File: src/rtl/lcd_pkg.sv
// lcd_pkg: shared constants and types for the LCD command/pixel path.
//   - ILI9341 command bytes used by the init and tile-fill sequences
//   - RGB565 palette entries indexed by object code
//   - seq_state_t: sequencer FSM state encoding
package lcd_pkg;

   localparam logic [7:0] CMD_SWRESET = 8'h01;
   localparam logic [7:0] CMD_DISPOFF = 8'h28;
   localparam logic [7:0] CMD_SLPOUT  = 8'h11;
   localparam logic [7:0] CMD_DISPON  = 8'h29;
   localparam logic [7:0] CMD_CASET   = 8'h2A;
   localparam logic [7:0] CMD_PASET   = 8'h2B;
   localparam logic [7:0] CMD_RAMWR   = 8'h2C;

   localparam logic [15:0] PAL_WHITE  = 16'hFFFF;
   localparam logic [15:0] PAL_VIOLET = 16'h901E;
   localparam logic [15:0] PAL_INDIGO = 16'h6815;
   localparam logic [15:0] PAL_RED    = 16'hF800;
   localparam logic [15:0] PAL_NAVY   = 16'h0814;

   typedef enum logic [2:0] {
      ST_IDLE,
      ST_INIT_CMD,
      ST_INIT_WAIT,
      ST_WIN,
      ST_PIX,
      ST_FIN
   } seq_state_t;

endpackage

File: src/rtl/lcd_palette.sv
// lcd_palette: combinational object code -> RGB565 colour lookup.
// Shared between the tile sequencer and the preview path.
// Ports:
//   obj_code_i  in  3   palette index
//   rgb_o       out 16  RGB565 colour (unused codes map to white)
module lcd_palette
   import lcd_pkg::*;
(
   input  logic [2:0]  obj_code_i,
   output logic [15:0] rgb_o
);

   always_comb begin
      case (obj_code_i)
         3'd1:    rgb_o = PAL_VIOLET;
         3'd2:    rgb_o = PAL_INDIGO;
         3'd3:    rgb_o = PAL_RED;
         3'd4:    rgb_o = PAL_NAVY;
         default: rgb_o = PAL_WHITE;
      endcase
   end

endmodule

File: src/rtl/lcd_cmd_sequencer.sv
// lcd_cmd_sequencer: drives an 8-bit DBI panel (ILI9341 command set) through
// a valid/ready byte stream. Runs the power-up sequence with programmable
// delays, or fills one CELL_PX x CELL_PX grid tile with a palette colour.
// Ports:
//   clk, nrst               clock, asynchronous active-low reset
//   start_init, start_tile  sequence requests, sampled only when idle
//   tile_x, tile_y          tile coordinates, latched on accepted start
//   obj_code                palette index, latched on accepted start
//   busy                    sequence in progress
//   done                    one-cycle completion pulse
//   byte_data, byte_dcx     registered byte and D/C flag (0 = command)
//   byte_valid, byte_ready  handshake; transfer on valid && ready
module lcd_cmd_sequencer
   import lcd_pkg::*;
#(
   parameter int unsigned CELL_PX    = 20,
   parameter int unsigned GRID_W     = 4,
   parameter int unsigned INIT_DELAY = 50000,
   parameter int unsigned DLY_W      = 17
)(
   input  logic              clk,
   input  logic              nrst,
   input  logic              start_init,
   input  logic              start_tile,
   input  logic [GRID_W-1:0] tile_x,
   input  logic [GRID_W-1:0] tile_y,
   input  logic [2:0]        obj_code,
   output logic              busy,
   output logic              done,
   output logic [7:0]        byte_data,
   output logic              byte_dcx,
   output logic              byte_valid,
   input  logic              byte_ready
);

   localparam int unsigned PIX_N = CELL_PX * CELL_PX;
   localparam int unsigned PIX_W = $clog2(PIX_N + 1);
   localparam logic [PIX_W-1:0] PIX_LAST = PIX_W'(PIX_N - 1);
   localparam logic [DLY_W-1:0] DLY_LAST = DLY_W'(INIT_DELAY - 1);

   seq_state_t        state_q, state_d;
   logic [3:0]        step_q, step_d;
   logic [DLY_W-1:0]  dly_q, dly_d;
   logic [PIX_W-1:0]  pix_q, pix_d;
   logic              lo_q, lo_d;
   logic [GRID_W-1:0] x_q, x_d, y_q, y_d;
   logic [2:0]        obj_q, obj_d;
   logic [7:0]        data_q, data_d;
   logic              dcx_q, dcx_d;
   logic              valid_q, valid_d;

   logic              xfer;
   logic [15:0]       rgb;
   logic [15:0]       sc, ec, sp, ep;
   logic [3:0]        win_nxt;
   logic [7:0]        win_byte;
   logic              win_dcx;

   assign xfer = valid_q && byte_ready;

   assign sc = 16'(x_q) * 16'(CELL_PX);
   assign ec = sc + 16'(CELL_PX - 1);
   assign sp = 16'(y_q) * 16'(CELL_PX);
   assign ep = sp + 16'(CELL_PX - 1);

   lcd_palette u_palette (
      .obj_code_i (obj_q),
      .rgb_o      (rgb)
   );

   // Window byte that follows the one currently offered (step_q).
   always_comb begin
      win_nxt  = step_q + 4'd1;
      win_dcx  = 1'b1;
      win_byte = CMD_RAMWR;
      case (win_nxt)
         4'd1:    win_byte = sc[15:8];
         4'd2:    win_byte = sc[7:0];
         4'd3:    win_byte = ec[15:8];
         4'd4:    win_byte = ec[7:0];
         4'd5:    begin win_byte = CMD_PASET; win_dcx = 1'b0; end
         4'd6:    win_byte = sp[15:8];
         4'd7:    win_byte = sp[7:0];
         4'd8:    win_byte = ep[15:8];
         4'd9:    win_byte = ep[7:0];
         default: begin win_byte = CMD_RAMWR; win_dcx = 1'b0; end
      endcase
   end

   always_ff @(posedge clk or negedge nrst) begin
      if (!nrst) begin
         state_q <= ST_IDLE;
         step_q  <= '0;
         dly_q   <= '0;
         pix_q   <= '0;
         lo_q    <= 1'b0;
         x_q     <= '0;
         y_q     <= '0;
         obj_q   <= '0;
         data_q  <= 8'h00;
         dcx_q   <= 1'b1;
         valid_q <= 1'b0;
      end else begin
         state_q <= state_d;
         step_q  <= step_d;
         dly_q   <= dly_d;
         pix_q   <= pix_d;
         lo_q    <= lo_d;
         x_q     <= x_d;
         y_q     <= y_d;
         obj_q   <= obj_d;
         data_q  <= data_d;
         dcx_q   <= dcx_d;
         valid_q <= valid_d;
      end
   end

   // Next-state logic. The outgoing byte is registered: whenever the current
   // byte transfers, the following byte is loaded in the same edge, so a
   // stalled byte simply holds its registers.
   always_comb begin
      state_d = state_q;
      step_d  = step_q;
      dly_d   = dly_q;
      pix_d   = pix_q;
      lo_d    = lo_q;
      x_d     = x_q;
      y_d     = y_q;
      obj_d   = obj_q;
      data_d  = data_q;
      dcx_d   = dcx_q;
      valid_d = valid_q;
      case (state_q)
         ST_IDLE: begin
            if (start_init) begin
               state_d = ST_INIT_CMD;
               step_d  = '0;
               data_d  = CMD_SWRESET;
               dcx_d   = 1'b0;
               valid_d = 1'b1;
            end else if (start_tile) begin
               state_d = ST_WIN;
               x_d     = tile_x;
               y_d     = tile_y;
               obj_d   = obj_code;
               step_d  = '0;
               data_d  = CMD_CASET;
               dcx_d   = 1'b0;
               valid_d = 1'b1;
            end
         end
         // step_q indexes the init byte on offer: 01, 28, 11, 29.
         ST_INIT_CMD: begin
            if (xfer) begin
               step_d = step_q + 4'd1;
               case (step_q)
                  4'd0, 4'd2: begin
                     state_d = ST_INIT_WAIT;
                     dly_d   = '0;
                     valid_d = 1'b0;
                  end
                  4'd1:    data_d = CMD_SLPOUT;
                  default: begin
                     state_d = ST_FIN;
                     valid_d = 1'b0;
                  end
               endcase
            end
         end
         ST_INIT_WAIT: begin
            if (dly_q == DLY_LAST) begin
               state_d = ST_INIT_CMD;
               data_d  = (step_q == 4'd1) ? CMD_DISPOFF : CMD_DISPON;
               dcx_d   = 1'b0;
               valid_d = 1'b1;
            end else begin
               dly_d = dly_q + DLY_W'(1);
            end
         end
         ST_WIN: begin
            if (xfer) begin
               if (step_q == 4'd10) begin
                  state_d = ST_PIX;
                  pix_d   = '0;
                  lo_d    = 1'b0;
                  data_d  = rgb[15:8];
                  dcx_d   = 1'b1;
               end else begin
                  step_d = win_nxt;
                  data_d = win_byte;
                  dcx_d  = win_dcx;
               end
            end
         end
         ST_PIX: begin
            if (xfer) begin
               if (!lo_q) begin
                  lo_d   = 1'b1;
                  data_d = rgb[7:0];
               end else if (pix_q == PIX_LAST) begin
                  state_d = ST_FIN;
                  valid_d = 1'b0;
               end else begin
                  pix_d  = pix_q + PIX_W'(1);
                  lo_d   = 1'b0;
                  data_d = rgb[15:8];
               end
            end
         end
         ST_FIN: begin
            state_d = ST_IDLE;
            step_d  = '0;
         end
         default: state_d = ST_IDLE;
      endcase
   end

   always_comb begin
      busy       = (state_q != ST_IDLE) && (state_q != ST_FIN);
      done       = (state_q == ST_FIN);
      byte_data  = data_q;
      byte_dcx   = dcx_q;
      byte_valid = valid_q;
   end

endmodule
File: config.mk
export PLATFORM = sky130hd
export DESIGN_NAME = lcd_cmd_sequencer
export DESIGN_NICKNAME = d
export VERILOG_FILES = /design/src/rtl/lcd_pkg.sv /design/src/rtl/lcd_palette.sv /design/src/rtl/lcd_cmd_sequencer.sv
export SDC_FILE = /design/constraint.sdc
export NUM_CORES = 1
export LEC_CHECK = 0
export ABC_AREA = 1
export BUFFER_PORTS_ARGS = -buffer_cell sky130_fd_sc_hd__buf_2
export CORE_ASPECT_RATIO = 0.8
export CORE_UTILIZATION = 25
export CTS_CLUSTER_DIAMETER = 100
export DETAILED_ROUTE_END_ITERATION = 16
export MAX_ROUTING_LAYER = met4
export PLACE_DENSITY = 0.44
export SLEW_MARGIN = 20
export SYNTH_ARGS = -nofsm -noshare
export SYNTH_HDL_FRONTEND = slang
export SYNTH_SLANG_ARGS = --single-unit
File: constraint.sdc
create_clock -name clk -period 2.19 [get_ports clk]
set_clock_uncertainty 0.05 [all_clocks]
set_input_delay 0.1095 -clock clk [delete_from_list [all_inputs] [get_ports clk]]
set_output_delay 0.1095 -clock clk [all_outputs]
set_load 0.01 [all_outputs]
-- Word-level counts from Yosys, hierarchy flattened
Cells that the tools add are included.
- register bits after elaboration: 55
- input port bits: 16
- output and inout port bits: 12
- word-level logic and storage cells: 143
- add/sub/neg operators: 5
- multiply operators: 2
- equality and inequality tests: 39
- multiplexer cells: 63
- bitwise operators: 1
- reduce and logical (&&, ||, !) cells: 22
- operators by type and width (operator ; number):
    8-bit two-way mux ; 10
    8-bit one-hot mux with 9 select lines ; 1
    16-bit one-hot mux with 4 select lines ; 1
    17-bit two-way mux ; 3
    9-bit two-way mux ; 5
    8-bit one-hot mux with 5 select lines ; 1
    17-bit one-hot mux with 2 select lines ; 1
    3-bit two-way mux ; 9
    2-bit inequality test, second input constant ; 12
    9-bit by 5-bit adder with 10-bit output, second input constant ; 2
    1-bit two-way mux ; 20
    4-bit two-way mux ; 5
    9-bit one-hot mux with 2 select lines ; 1
    17-bit by 1-bit adder with 17-bit output, second input constant ; 1
    17-bit by 16-bit == test with 1-bit output, second input constant ; 1
    4-bit by 3-bit == test with 1-bit output, second input constant ; 4
    4-bit one-hot mux with 4 select lines ; 1
    8-bit AND reduction ; 2
    3-bit one-hot mux with 5 select lines ; 1
    4-bit by 3-bit multiplier with 7-bit output, second input constant ; 2
    3-bit by 2-bit == test with 1-bit output, second input constant ; 4
    4-bit by 2-bit == test with 1-bit output, second input constant ; 3
    4-bit == test, second input constant ; 3
    4-bit AND reduction ; 3
    26 further kinds ; 36

-- Longest topological paths before layout
Gate-level depths: netlist of the first run.
- depth after elaboration: 7
- mapped depth: 16
- mapped depth without buffers: 16

-- Modules after synthesis
A second synthesis of the first run with hierarchy kept.
- cells, all modules: 593
- area total of the unflattened synthesis: 4231.6 um2
- modules (own cells, without submodules) (module ; times used ; cells an instance ; area an instance (um2) ; sequential area each (um2)):
    lcd_cmd_sequencer ; 1 ; 568 ; 4073.9 ; 1377.6
    lcd_palette ; 1 ; 25 ; 157.7 ; 0.0

-- Least setup slack after synthesis of the first run
OpenSTA, ideal clock, no wires.
- path type: reg-to-reg
- start: register x_q[3]
- end: register data_q[0] (netlist: byte_data[0])
- arrival: 2.133 ns
- path slack: -0.110 ns
- cell stages (with the launch flop): 15
- clock period less this slack: 2.300 ns
- cells stage by stage: dfrtp_1 > ha_1 > ha_1 > fa_1 > nand2_1 > o211ai_1 > nand2_1 > nand2_1 > nand2_1 > nor2_1 > nand3_1 > nand2_1 > nand2_1 > nand2_1 > nand2_1
- word-level cells in the longest chain between the ends: 6
- RTL lines (what ; RTL line ; RTL):
    start, declared ; lcd_cmd_sequencer.sv:46 ; logic [GRID_W-1:0] x_q, x_d, y_q, y_d;
    start signal, assigned ; lcd_cmd_sequencer.sv:97 ; x_q <= '0;
    start signal, assigned ; lcd_cmd_sequencer.sv:109 ; x_q <= x_d;
    4-bit by 3-bit multiplier with 7-bit output (*) ; lcd_cmd_sequencer.sv:61 ; assign sc = 16'(x_q) * 16'(CELL_PX);
    9-bit by 5-bit adder with 10-bit output ; lcd_cmd_sequencer.sv:62 ; assign ec = sc + 16'(CELL_PX - 1);
    8-bit one-hot mux with 9 select lines (*) ; lcd_cmd_sequencer.sv:76 ; case (win_nxt)
    8-bit two-way mux (*) ; lcd_cmd_sequencer.sv:182 ; if (step_q == 4'd10) begin
    8-bit two-way mux (*) ; lcd_cmd_sequencer.sv:181 ; if (xfer) begin
    8-bit one-hot mux with 5 select lines (*) ; lcd_cmd_sequencer.sv:133 ; case (state_q)
    end signal, assigned ; lcd_cmd_sequencer.sv:112 ; data_q <= data_d;
    end, declared ; lcd_cmd_sequencer.sv:48 ; logic [7:0] data_q, data_d;
Mark *: on every way between the ends. The rest lies on a longest branch, timed or not. The select of a mux whose other input is x is not followed.
A chain may end at the register's enable or synchronous reset.

-- Worst setup path after layout of the first run
Same ends and word-level chain as after synthesis.

==> results of run 1 <==
[what timing repair did]
action / in CTS / in global routing
pin swaps: 3 / 14
endpoints found under the hold margin: 31 / 0
setup buffers: 1 / 2
gates cloned: 0 / 0
hold buffers: 12 / 0
gates resized for setup: 5 / 19
setup endpoints to repair: 5 / 20
[routing by layer]
layer,vias to the layer above,GRT usage
li1,2062,-
met1,1889,0.227
met2,90,0.215
met3,6,0.0271
met4,0,0.0330
met5,-,-
[worst reg2reg max path, stage by stage (launching register included)]
cell and delay (ns):
sky130_fd_sc_hd__dfrtp_1 0.42, sky130_fd_sc_hd__ha_4 0.26, sky130_fd_sc_hd__ha_4 0.16, sky130_fd_sc_hd__fa_1 0.55, sky130_fd_sc_hd__nand2_1 0.08, sky130_fd_sc_hd__o211ai_1 0.21, sky130_fd_sc_hd__nand2_1 0.07, sky130_fd_sc_hd__nand2_1 0.07
sky130_fd_sc_hd__nand2_1 0.05, sky130_fd_sc_hd__nor2_1 0.11, sky130_fd_sc_hd__nand3_1 0.08, sky130_fd_sc_hd__nand2_1 0.07, sky130_fd_sc_hd__nand2_1 0.05, sky130_fd_sc_hd__nand2_1 0.06, sky130_fd_sc_hd__nand2_1 0.04
[power by group through the flow]
stage               combinational (mW)  sequential [mW]  clock [mW]
floorplan                         2.33             1.61           0
global placement                  3.69             1.63           0
detailed placement                3.68             1.63           0
CTS                               3.79             1.63       0.861
global route                      4.41             1.69       0.902
finish                            3.91             1.64       0.837
[sequential cells by signal, indices dropped and copies added, names as in the netlist]
register and cells:
byte_data 8, state_q 3, byte_dcx 1, pix_q 9
step_q 4, byte_valid 1, lo_q 1, x_q 4
y_q 4, obj_q 3, dly_q 17
[metrics by stage]
stage               TNS (ns)  hold WS, ns  area, sq um  instances  utilization
finish                -0.739        0.193         5240        878        0.329
floorplan             -0.155       -0.236         4140        576            -
global placement      -0.542       0.0883         4850        855        0.304
detailed placement    -0.618       0.0902         4850        855        0.304
CTS                   -0.643        0.187         5150        876        0.323
global route           -1.45        0.214         5240        878        0.329
[synthesized netlist by cell type, drive strengths merged]
library cell  number
a31oi              3
inv               69
or2                2
buf                7
xnor2              9
a21oi             11
clkbuf             3
nand4             15
nand3             41
and3               2
nand2            177
nor3b              1
o31ai             11
o21a               2
nor4               1
nand3b             1
dfrtp             54
nor4b              1
a211oi             2
fa                 2
nor3              24
clkinv             1
nor2              57
ha                19
xor2              15
o2111ai            1
o211ai             4
and2               2
dfstp              1
o21ai             29
o32ai              2
o22ai              7
[layout make-up]
| class | count | area share |
|---|---|---|
| clock inverters | 3 | 0.00382 |
| flip-flops and latches | 55 | 0.263 |
| multi-input cells | 441 | 0.485 |
| well taps | 215 | 0.0513 |
| inverters | 70 | 0.0501 |
| clock buffers | 5 | 0.0239 |
| repair buffers | 89 | 0.123 |
[worst max path at each step]
stage	from	end	slack, ns	depth (start not counted)
floorplan	y_q[1]	byte_data[0]	-0.09	14
finish	x_q[3]	byte_data[0]	-0.25	14
detailed placement	y_q[1]	byte_data[0]	-0.21	16
global route	x_q[3]	byte_data[0]	-0.44	14
global placement	y_q[1]	byte_data[0]	-0.17	16
CTS	x_q[1]	byte_data[0]	-0.20	14
[cell families after synthesis]
kind of cell / after synthesis
and+or+nand+nor: 324
xor gates and xnor gates: 24
buffers and inverters: 80
adders and majority gates: 21
DFF: 55
AOI/OAI and AO/OA: 72
==> results.env, run 1 <==
MOST_FREQUENT_CELLS_IN_THE_LAYOUT='sky130_fd_sc_hd__nand2_1 (169), sky130_fd_sc_hd__inv_1 (60), sky130_fd_sc_hd__dfrtp_1 (51), sky130_fd_sc_hd__buf_4 (49), sky130_fd_sc_hd__nor2_1 (45)'
LEAKAGE_nW=2.49
P_SEQ_FRAC=0.257
POWER.IR.VDD_WORST_V=0.000551
CRITICAL-PATH-MAX-STAGE-DELAY_NS=0.55
ROOT_BUFFER='sky130_fd_sc_hd__clkbuf_16'
ROUTED.TOP_LAYER='met4'
YOSYS.AREA_SHARE.XOR_XNOR=0.0526
DESIGN.CORE.AREA_SQ_MM=0.0160
PERIOD_NEEDED_NS=2.44
NUMBER_OF_CELLS_ON_THE_WORST_REG_TO_REG_PATH=14
POST_SYNTHESIS_COMPOUND_GATE_AREA_FRACTION=0.109
VIAS_PER_CELL=4.61
ROUTE.DETAILED.WL_PER_INST_UM=13.5
TIGHTEST_SLEW_NS=0.562
CRIT-REG2REG-LAUNCH='x_q[3]'
REPORT.FINAL.SLEW_VIOL_COUNT=0
ROUTABILITYCONGESTION=0.838
VIOLATIONS='negative setup slack'
REG2REG_SLACK_NS=-0.25
TIMING.FMAX_MHz=410
TRITONCTS_NUM_SINKS=55
DR.PASS1.ITERS=6
FLOORPLAN.IO_PINS=28
SEQ_TOTAL_AREA_YOSYS=0.333
REGISTER_AREA_SQ_MM=0.00138
SYNTH.NET_COUNT=613
DRIVE_ABOVE_1_SHARE=0.213
FILLERS=1731
NUMBER_OF_DISTINCT_STANDARD_CELLS_REFERENCED_BY_THE_SYNTHESIZED_NETLIST=47
DIE-WIDTH_UM=146
SYNTH_TOP_FAMILY_BY_AREA='simple AND/OR/NAND/NOR gates'
CLOCKBUFFERDEPTH=2
SYNTH_AREA_LEADERS='sky130_fd_sc_hd__dfrtp_1 (33%), sky130_fd_sc_hd__nand2_1 (16%), sky130_fd_sc_hd__ha_1 (5.7%)'
POST-SYNTH-TOP-AREA-FRACTION=0.327
SETUP_VIOL=4
SYNTHCELLS=576
MAX_CAP_VIOLATIONS=0
ROUTE.MET2.WL_MM=4.57
PRE_CTS_WS_NS=-0.211
SYNTH_SEQ_CELLS=55
DRT_WL_TOTAL_MM=11.9
WORST_HOLD_PATH.ENDPOINT='byte_data[0]'
WL_MET1_MM=6.68
DRT_DRC_VIOLATIONS_LEFT=0
WORST_HOLD_STARTPOINT='start_init'
DIEHEIGHT_UM=117
INITIAL_ANTENNA_VIOLATION_COUNT=0
STATUS='complete, but fails checks'
GRT_SETUP_UNREPAIRED='true'
REGTOREGENDPOINT='byte_data[0]'
SYNTH-WARNING-COUNT=0
P_SWITCHING_mW=3.01
SYNTH-SIMPLE-AREA-SHARE=0.360
SYN_AVG_CELL_AREA_SQ_UM=7.18
IO_BUFFER_COUNT=27
WORSTSETUPPATHTYPE='reg -> reg'
DRT_ITER0_DRC=306
LAYOUT_COMMONEST_CELL='sky130_fd_sc_hd__nand2_1'
SHARE_CLK_OF_TOTAL_POWER=0.131
WL_MET3_UM=541
OVERALL_GLOBAL_ROUTING_USAGE=0.154
SLOWEST_STAGE='sky130_fd_sc_hd__fa_1'
DIE-AREA_SQ_MM=0.0171
DETAIL-ROUTE-ANTENNA-NETS=0
GRT_PASS1_WL_MM=20.1
POWER.SHARE.SWITCHING=0.471
CP_MAX_FANOUT=2
GRT_PASS1_VIAS=3948
GR-TOTAL-OVERFLOW=0
SYNTH_TOP_AREA_CELL='sky130_fd_sc_hd__dfrtp_1'
CLKSLEWWORSTSETUPHOLDPATHS_NS=0.08
MAX-SLEW-MARGIN-REL=0.625
STARTPOINT_TYPE='flip-flop'
SYNTH_ADDER_AREA_SHARE=0.0672
FLOORPLAN.INITIALDENSITY=0.259
NETS=699
CP_TOP_FAMILY='adder cells'
CTSHTREEMAXLEVEL=2
HOLD_VIOL=0
ROWS=41
LAYOUT-AREA-OVERHEAD-VS-SYNTH_PCT=26.7
PWRDENS_mW_PER_MM2=1220
WORST_SLACK_NS=-0.249
MIN_DELAY_PATH_DEPTH=5
WORSTPATHCELLLIST='ha_4, ha_4, fa_1, nand2_1, o211ai_1, nand2_1, nand2_1, nand2_1, nor2_1, nand3_1, nand2_1, nand2_1, nand2_1, nand2_1'
CRITPATHCAPTURETYPE='flip-flop'
DP_HPWL_MM=9.39
VIAS=4047
CP.REQUIRED_NS=2.34
ANTENNA_DIODE_COUNT=0
TRITONCTS.NUM_BUFFERS=5
CELL_AREA_AFTER_SYNTHESIS_SQ_MM=0.00414
HOLD_PATH.CLASS='in -> reg'
CELLINTERNALPOWER_mW=3.38
GRT_MAX_DEGREE=35
CTS_TREE='yes'
MUXSHAREOFSYNTHAREA=0
FIN_CRIT_SH=1.11
WORST_SKEW_PAIR.LATE_LATENCY_NS=0.31
AREA_USED_BY_MULTI_INPUT_COMBINATIONAL_LOGIC_SQ_MM=0.00254
TOTAL_POWER_mW=6.39
COMBPWRFRAC=0.612
CRIT_BUF_INV=0
TIMING.CRITICAL_PATH.ARRIVAL_NS=2.59
CRITICAL_PATH.MOST_COMMON_CELL='sky130_fd_sc_hd__nand2_1'
Note: power is estimated with default switching activity, not from simulation.
==> run 2: changes to the inputs <==
--- a/config.mk
+++ b/config.mk
@@ -5,7 +5,6 @@
 export SDC_FILE = /design/constraint.sdc
 export NUM_CORES = 1
 export LEC_CHECK = 0
-export ABC_AREA = 1
 export BUFFER_PORTS_ARGS = -buffer_cell sky130_fd_sc_hd__buf_2
 export CORE_ASPECT_RATIO = 0.8
 export CORE_UTILIZATION = 25
@@ -13,7 +12,7 @@
 export DETAILED_ROUTE_END_ITERATION = 16
 export MAX_ROUTING_LAYER = met4
 export PLACE_DENSITY = 0.44
-export SLEW_MARGIN = 20
+export SLEW_MARGIN = 10
 export SYNTH_ARGS = -nofsm -noshare
 export SYNTH_HDL_FRONTEND = slang
 export SYNTH_SLANG_ARGS = --single-unit
==> run 2 against run 1 <==
Against the previous run: the flow still finishes with violations (negative setup slack); non-clock buffer count grew 86; via count shrank 1.4%; count of clock-buffer cells in the layout grew 1; critical path type unchanged; largest power group unchanged; highest routed layer unchanged.
==> results.env, run 2 <==
WORST_SLACK_NS=-0.221  # +0.0284 ns
DR.PASS1.ITERS=4  # -2
GRT_MAX_DEGREE=35  # unchanged
DRT_ITER0_DRC=269  # -12%
POSTSYNTH.ASYNCRESETSHARE=1.00  # unchanged
P_SWITCHING_mW=3.60  # +20%
STARTPOINT_TYPE='flip-flop'
ANTENNA_DIODE_COUNT=0  # unchanged
FLOORPLAN.IO_PINS=28  # unchanged
ROUTE.DETAILED.WL_PER_INST_UM=15.2  # +12%
DIEHEIGHT_UM=116  # -1.3%
ROWS=41  # unchanged
CRITICAL_PATH.MOST_COMMON_CELL='sky130_fd_sc_hd__or4_4'
STATUS='complete, but fails checks'
SYNTH.NET_COUNT=495  # -19%
DIE-WIDTH_UM=144  # -1.3%
POWER.SHARE.SWITCHING=0.414  # -0.0569
CLOCKBUFFERDEPTH=2  # unchanged
CTS_TREE='yes'
GRT_SETUP_UNREPAIRED='true'
INITIAL_ANTENNA_VIOLATION_COUNT=0  # unchanged
PLACE_AREA_SQ_MM=0.00531  # +9.5%
TIGHTEST_SLEW_NS=0.893  # +0.331 ns
OVERALL_GLOBAL_ROUTING_USAGE=0.160  # +0.00633
DRIVE_ABOVE_1_SHARE=0.439  # +0.226
SYNTHCELLS=458  # -20%
GR-TOTAL-OVERFLOW=0  # unchanged
LAYOUT-AREA-OVERHEAD-VS-SYNTH_PCT=55.1
IO_BUFFER_COUNT=27  # unchanged
PWRDENS_mW_PER_MM2=1390  # +14%
PERIOD_NEEDED_NS=2.41  # -0.0284 ns
CRITICAL-PATH-MAX-STAGE-DELAY_NS=0.54  # about the same
HOLD_VIOL=0  # unchanged
REPORT.FINAL.SLEW_VIOL_COUNT=0  # unchanged
CELL_AREA_AFTER_SYNTHESIS_SQ_MM=0.00403  # -2.6%
DESIGN_AREA_SQ_MM=0.00625  # +19%
NUMBER_OF_DISTINCT_STANDARD_CELLS_REFERENCED_BY_THE_SYNTHESIZED_NETLIST=68  # +45%
WORST_SKEW_PAIR.LATE_LATENCY_NS=0.31  # about the same
DESIGN.CORE.AREA_SQ_MM=0.0157  # -1.3%
DIE-AREA_SQ_MM=0.0166  # -2.6%
VIOLATIONS='negative setup slack'
YOSYS_MOST_USED_DFF='sky130_fd_sc_hd__dfrtp_1'
MOST_FREQUENT_CELLS_IN_THE_LAYOUT='sky130_fd_sc_hd__buf_4 (123), sky130_fd_sc_hd__dfrtp_1 (52), sky130_fd_sc_hd__nor2_1 (50), sky130_fd_sc_hd__nand2_1 (30), sky130_fd_sc_hd__buf_2 (27)'
MAX_CAP_VIOLATIONS=0  # unchanged
WORSTSETUPPATHTYPE='reg -> reg'
SYNTH.TOP_CELLS.BY_COUNT='sky130_fd_sc_hd__dfrtp_1 (54), sky130_fd_sc_hd__nor2_1 (51), sky130_fd_sc_hd__nand2_1 (31), sky130_fd_sc_hd__clkbuf_1 (24)'
TIMING.CRITICAL_PATH.ARRIVAL_NS=2.55  # -0.04 ns
SETUP_VIOL=12  # +8
VIAS_PER_CELL=4.81  # +4.3%
TIMING.FMAX_MHz=415  # +1.2%
LARGEST_REG_FLOPS=17  # unchanged
NETS=651  # -6.9%
FLOORPLAN.INITIALDENSITY=0.256  # -0.00353
LEAKAGE_nW=2.65  # +6.3%
SYNTH_MOST_COMMON_CELL='sky130_fd_sc_hd__dfrtp_1'
DP_HPWL_MM=9.23  # -1.7%
CELLINTERNALPOWER_mW=5.09  # +51%
FIN_TNS_SETUP_NS=-1.39  # -0.651 ns
DRT_WL_TOTAL_MM=12.6  # +6.3%
FIN_CRIT_SH=1.10  # -0.0130
SYNTH_EDF_COUNT=0  # unchanged
SYNTH_AREA_LEADERS='sky130_fd_sc_hd__dfrtp_1 (34%), sky130_fd_sc_hd__ha_1 (5.9%), sky130_fd_sc_hd__xnor2_1 (5.0%)'
WORST_HOLD_SLACK_NS=0.0149  # -0.178 ns
REGMOSTFLOPS='dly_q'
CRITPATHCAPTURETYPE='flip-flop'
CLKSLEWWORSTSETUPHOLDPATHS_NS=0.07  # about the same
COMBPWRFRAC=0.687  # +0.075
SYN_AVG_CELL_AREA_SQ_UM=8.79  # +22%
POST-SYNTH-TOP-AREA-FRACTION=0.336  # +0.00883
DETAIL-ROUTE-ANTENNA-NETS=0  # unchanged
CP.REQUIRED_NS=2.33  # about the same
LAYOUT_COMMONEST_CELL='sky130_fd_sc_hd__buf_4'
ROUTABILITYCONGESTION=0.909  # +8.4%
MAX-SLEW-MARGIN-REL=0.405  # -0.221
SHARE_CLK_OF_TOTAL_POWER=0.111  # -0.020
SLOWEST_STAGE='sky130_fd_sc_hd__or4_4'
WORSTPATHCELLLIST='or4_4, nor4_4, a21oi_2, or4_4, a211oi_4, mux2_4'
ROOT_BUFFER='sky130_fd_sc_hd__clkbuf_16'
HOLD_PATH.CLASS='in -> reg'
DRT_DRC_VIOLATIONS_LEFT=0  # unchanged
SYNTH-WARNING-COUNT=0  # unchanged
GRT_PASS1_VIAS=3818  # -3.3%
TRITONCTS.NUM_BUFFERS=5  # unchanged
SEQ_TOTAL_AREA_YOSYS=0.342  # +0.00900
GRT_PASS1_WL_MM=19.9  # -1.0%
CTSHTREEMAXLEVEL=2  # unchanged
TRITONCTS_NUM_SINKS=55  # unchanged
POWER.IR.VDD_WORST_V=0.000492  # -11%
SYNTH_TOP_AREA_CELL='sky130_fd_sc_hd__dfrtp_1'
VIAS=3992  # -1.4%
SYNTH_SEQ_CELLS=55  # unchanged
P_SEQ_FRAC=0.202  # -0.055
CP_MAX_FANOUT=2  # unchanged
run 2: cell types whose count changed after synthesis, sizes merged, moves of 7 or more:
cell | before | now
a21oi | 11 | 21
nor3 | 24 | 8
mux2 | 0 | 14
a211oi | 2 | 9
nand2 | 177 | 31
nand4 | 15 | 6
inv | 69 | 17
xnor2 | 9 | 23
nand2b | 0 | 14
clkbuf | 3 | 24
a21o | 0 | 8
nand3 | 41 | 19
run 2: metrics by stage:
stage,worst slack (ns),power (mW),utilization,cells
after global placement,-0.311,6.60,0.337,796
after floorplan,-0.173,4.53,-,458
after detailed placement,-0.307,6.63,0.337,796
after global routing,-0.288,9.35,0.397,830
final,-0.221,8.69,0.397,830
after CTS,-0.232,8.18,0.372,824
run 2: worst max-delay path: cells and delay by family (launching register included):
family | cells | cell delay, ns
AND/OR/NAND/NOR | 3 | 1.24
flip-flops | 1 | 0.38
multiplexers | 1 | 0.32
AO/OA/AOI/OAI | 2 | 0.31
run 2: power by group through the flow:
| stage | clock (mW) | combinational (mW) | sequential, mW |
|---|---|---|---|
| detailed placement | 0 | 4.90 | 1.73 |
| global route | 1.04 | 6.51 | 1.80 |
| global placement | 0 | 4.88 | 1.72 |
| floorplan | 0 | 2.80 | 1.73 |
| CTS | 0.999 | 5.45 | 1.73 |
| finish | 0.965 | 5.96 | 1.76 |
run 2: final cells by class:
| cell class | count | area, sq um |
|---|---|---|
| clock buffers | 6 | 139 |
| clock inverters | 2 | 35.0 |
| fillers | 1594 | 9500 |
| inverters | 17 | 63.8 |
| multi-input cells | 360 | 2990 |
| flip-flops and latches | 55 | 1380 |
| well taps | 215 | 269 |
| repair buffers | 175 | 1370 |
run 2: layer usage:
metal,GRT usage,up-vias,part of all wire
li1,-,1975,-
met1,0.231,1923,0.51
met2,0.233,79,0.44
met3,0.0202,15,0.033
met4,0.0390,0,0.016
met5,-,-,0
run 2: cells by family (layout without fill, tap and decap cells):
logic type | after synthesis | in the layout | share of synthesized area
AND/OR/NAND/NOR | 174 | 174 | 0.229
flip-flops | 55 | 55 | 0.342
XOR/XNOR | 32 | 32 | 0.0696
buffers and inverters | 43 | 200 | 0.0413
multiplexers | 18 | 18 | 0.0500
adder cells (fa/ha/maj) | 21 | 21 | 0.0690
AO/OA/AOI/OAI | 115 | 115 | 0.199
run 2: worst paths after layout:
kind | startpoint | slack [ns] | cells past startpoint | end
worst max-delay path | dly_q[16] | -0.22 | 6 | state_q[1]
worst min-delay path | obj_code[0] | 0.01 | 2 | obj_q[0]
worst max register to register | dly_q[16] | -0.22 | 6 | state_q[1]
worst min register to register | byte_data[7] | 0.47 | 2 | byte_data[7]
max in group asynchronous | nrst | 0.95 | 3 | byte_data[5]
min in group asynchronous | nrst | 0.42 | 2 | dly_q[9]
run 2: what timing repair did:
action	CTS	global route
pin swaps	30	34
setup endpoints to repair	25	36
gates cloned	0	1
hold buffers	11	0
setup buffers	9	7
gates resized for setup	53	57
hold endpoints to repair	41	0
==> run 3: changes to the inputs <==
--- a/config.mk
+++ b/config.mk
@@ -7,11 +7,12 @@
 export LEC_CHECK = 0
 export BUFFER_PORTS_ARGS = -buffer_cell sky130_fd_sc_hd__buf_2
 export CORE_ASPECT_RATIO = 0.8
-export CORE_UTILIZATION = 25
+export CORE_UTILIZATION = 35
 export CTS_CLUSTER_DIAMETER = 100
 export DETAILED_ROUTE_END_ITERATION = 16
+export GPL_TIMING_DRIVEN = 0
 export MAX_ROUTING_LAYER = met4
-export PLACE_DENSITY = 0.44
+export PLACE_DENSITY = 0.54
 export SLEW_MARGIN = 10
 export SYNTH_ARGS = -nofsm -noshare
 export SYNTH_HDL_FRONTEND = slang
==> constraint.sdc (replaced) <==
create_clock -name clk -period 2.8 [get_ports clk]
set_clock_uncertainty 0.05 [all_clocks]
set_input_delay 0.14 -clock clk [delete_from_list [all_inputs] [get_ports clk]]
set_output_delay 0.14 -clock clk [all_outputs]
set_load 0.01 [all_outputs]
==> run 3 against run 2 <==
Against the previous run: the flow now finishes without violations; worst hold slack improved by 0.0056 ns; sequential power fell by 21%; wire length fell by 17%; critical path depth rose by 2; global-route usage rose by 3.5 points; first-iteration DRC count rose by 7.4%; sequential share of layout area rose by 7.9 points; highest routed layer unchanged.
==> results.env, run 3 (synthesis results as in run 2) <==
STATUS='completed'
DESIGN.CORE.AREA_SQ_MM=0.0110  # -30%
TIMING.CRITICAL_PATH.ARRIVAL_NS=2.78  # +0.23 ns
LAYOUT_COMMONEST_CELL='sky130_fd_sc_hd__dfrtp_1'
MAX-SLEW-MARGIN-REL=0.471  # +0.0668
OVERALL_GLOBAL_ROUTING_USAGE=0.195  # +0.0347
CRIT_BUF_INV=2  # +2
DIE-WIDTH_UM=122  # -15%
SLOWEST_STAGE='sky130_fd_sc_hd__a2111oi_1'
WORSTPATHCELLLIST='inv_1, ha_1, o21ai_1, or3_1, clkbuf_1, a2111oi_1, xnor2_1, nor2_1'
TRITONCTS.NUM_BUFFERS=5  # unchanged
FILLERS=1099  # -31%
LAYOUT-AREA-OVERHEAD-VS-SYNTH_PCT=14.3
CP_MAX_FANOUT=8  # +6
DRT_DRC_VIOLATIONS_LEFT=0  # unchanged
ROWS=34  # -17%
TRITONCTS_NUM_SINKS=55  # unchanged
NUMPLACEDINSTANCES=629  # -21%
DETAIL-ROUTE-ANTENNA-NETS=0  # unchanged
DRT_ITER0_DRC=289  # +7.4%
WORST_SLACK_NS=0.127  # +0.348 ns
INITIAL_ANTENNA_VIOLATION_COUNT=0  # unchanged
CTSHTREEMAXLEVEL=2  # unchanged
HOLD_PATH.CLASS='in -> reg'
CRITPATHCAPTURETYPE='flip-flop'
WORST_SKEW_PAIR.LATE_LATENCY_NS=0.30  # about the same
REGISTER_AREA_SQ_MM=0.00138  # unchanged
DR.PASS1.ITERS=5  # +1
ROUTE.DETAILED.WL_PER_INST_UM=16.4  # +7.7%
GR-TOTAL-OVERFLOW=0  # unchanged
DIEHEIGHT_UM=97.9  # -15%
FIN_CRIT_SH=0.955  # -0.146
HOLD_VIOL=0  # unchanged
WORST_HOLD_PATH.ENDPOINT='x_q[0]'
GRT_PASS1_WL_MM=17.7  # -11%
CRIT-REG2REG-LAUNCH='step_q[0]'
WORSTSETUPPATHTYPE='reg -> reg'
REGMOSTFLOPS='dly_q'
SETUP_VIOL=0  # -12
IO_BUFFER_COUNT=27  # unchanged
PRE_CTS_WS_NS=-0.241  # +0.0652 ns
DRIVE_ABOVE_1_SHARE=0.154  # -0.285
TOTAL_POWER_mW=5.13  # -41%
LAYOUTNONFILLERINSTCOUNT=636  # -23%
ROOT_BUFFER='sky130_fd_sc_hd__clkbuf_16'
TIMING.FMAX_MHz=374  # -9.8%
FIN_TNS_SETUP_NS=0  # +1.39 ns
ROUTABILITYCONGESTION=0.875  # -3.7%
TIGHTEST_SLEW_NS=0.787  # -0.106 ns
PERIOD_NEEDED_NS=2.67  # +0.262 ns
NETS=528  # -19%
VIAS=3550  # -11%
MAX_CAP_VIOLATIONS=0  # unchanged
LEAKAGE_nW=1.89  # -28%
GRT_PASS1_VIAS=3344  # -12%
AREA_USED_BY_MULTI_INPUT_COMBINATIONAL_LOGIC_SQ_MM=0.00254  # -15%
POWER.IR.VDD_WORST_V=0.000340  # -31%
MIN_DELAY_PATH_DEPTH=2  # unchanged
PWRDENS_mW_PER_MM2=1110  # -20%
STARTPOINT_TYPE='flip-flop'
CLKSLEWWORSTSETUPHOLDPATHS_NS=0.08  # about the same
CP.REQUIRED_NS=2.91  # +0.58 ns
VIAS_PER_CELL=5.58  # +16%
CP_TOP_FAMILY='compound AO/OA/AOI/OAI gates'
REGTOREGENDPOINT='dly_q[16]'
DIE-AREA_SQ_MM=0.0119  # -28%
REPORT.FINAL.SLEW_VIOL_COUNT=0  # unchanged
POSTCTSSETUPBUFFERS=0  # -9
CLOCKBUFFERDEPTH=2  # unchanged
DRT_WL_TOTAL_MM=10.4  # -17%
CRITICAL-PATH-MAX-STAGE-DELAY_NS=0.65  # +0.11 ns
NUMBER_OF_CELLS_ON_THE_WORST_REG_TO_REG_PATH=8  # +2
FLOORPLAN.IO_PINS=28  # unchanged
ANTENNA_DIODE_COUNT=0  # unchanged
FLOORPLAN.INITIALDENSITY=0.366  # +0.110
MOST_FREQUENT_CELLS_IN_THE_LAYOUT='sky130_fd_sc_hd__dfrtp_1 (52), sky130_fd_sc_hd__nor2_1 (50), sky130_fd_sc_hd__nand2_1 (31), sky130_fd_sc_hd__buf_2 (26), sky130_fd_sc_hd__xnor2_1 (23)'
GRT_MAX_DEGREE=56  # +60%
LARGEST_REG_FLOPS=17  # unchanged
CTS_TREE='yes'
REG2REG_SLACK_NS=0.13  # +0.35 ns
WORST_HOLD_STARTPOINT='tile_x[0]'
DP_HPWL_MM=7.65  # -17%
-- run 3: routing by layer --
layer	vias to the layer above	GRT usage	share of wire	routed length, um
li1	1729	-	-	-
met3	13	0.0345	0.043	447
met4	0	0.0465	0.012	120
met1	1732	0.300	0.54	5630
met2	76	0.256	0.41	4230
met5	-	-	0	0
-- run 3: power breakdown --
part           internal (mW)  switching [mW]  total (mW)
logic                   1.24            1.68        2.92
registers               1.09           0.297        1.39
clock network          0.514           0.301       0.815
total                   2.85            2.28        5.13
-- run 3: timing repair --
action,4_1_cts,5_1_grt
setup endpoints to repair,17,29
pin swaps,0,1
endpoints found under the hold margin,54,0
hold buffers,1,0
gates resized for setup,4,17
-- run 3: worst max path at each step --
| stage | startpoint | end | slack (ns) | cells past startpoint |
|---|---|---|---|---|
| floorplan | dly_q[11] | state_q[1] | 0.26 | 6 |
| global placement | step_q[1] | byte_data[4] | -0.30 | 10 |
| detailed placement | step_q[1] | byte_data[4] | -0.24 | 10 |
| CTS | dly_q[0] | state_q[1] | 0.01 | 7 |
| global route | step_q[1] | byte_data[5] | -0.004 | 7 |
| finish | step_q[0] | dly_q[16] | 0.13 | 8 |
-- run 3: worst reg2reg max path, stage by stage (launching register included) --
cell and delay, ns:
sky130_fd_sc_hd__dfrtp_2 0.46, sky130_fd_sc_hd__inv_1 0.18, sky130_fd_sc_hd__ha_1 0.22, sky130_fd_sc_hd__o21ai_1 0.19, sky130_fd_sc_hd__or3_1 0.38, sky130_fd_sc_hd__clkbuf_1 0.17
sky130_fd_sc_hd__a2111oi_1 0.65, sky130_fd_sc_hd__xnor2_1 0.18, sky130_fd_sc_hd__nor2_1 0.05
-- run 3: final cells by class --
cell class | count | area share
Buffer | 24 | 0.0215
Clock buffer | 6 | 0.0280
Clock inverter | 2 | 0.0130
Inverter | 17 | 0.0139
Multi-Input combinational cell | 360 | 0.553
Sequential cell | 55 | 0.300
Tap cell | 144 | 0.0391
Timing Repair Buffer | 28 | 0.0321
-- run 3: metrics by stage --
step / util / cell area, sq um / hold slack, ns
finish: 0.418 / 4600 / 0.0205
global route: 0.418 / 4600 / 0.0107
CTS: 0.414 / 4560 / 0.0174
detailed placement: 0.394 / 4350 / 0.220
global placement: 0.394 / 4340 / 0.323
floorplan: - / 4030 / -0.206
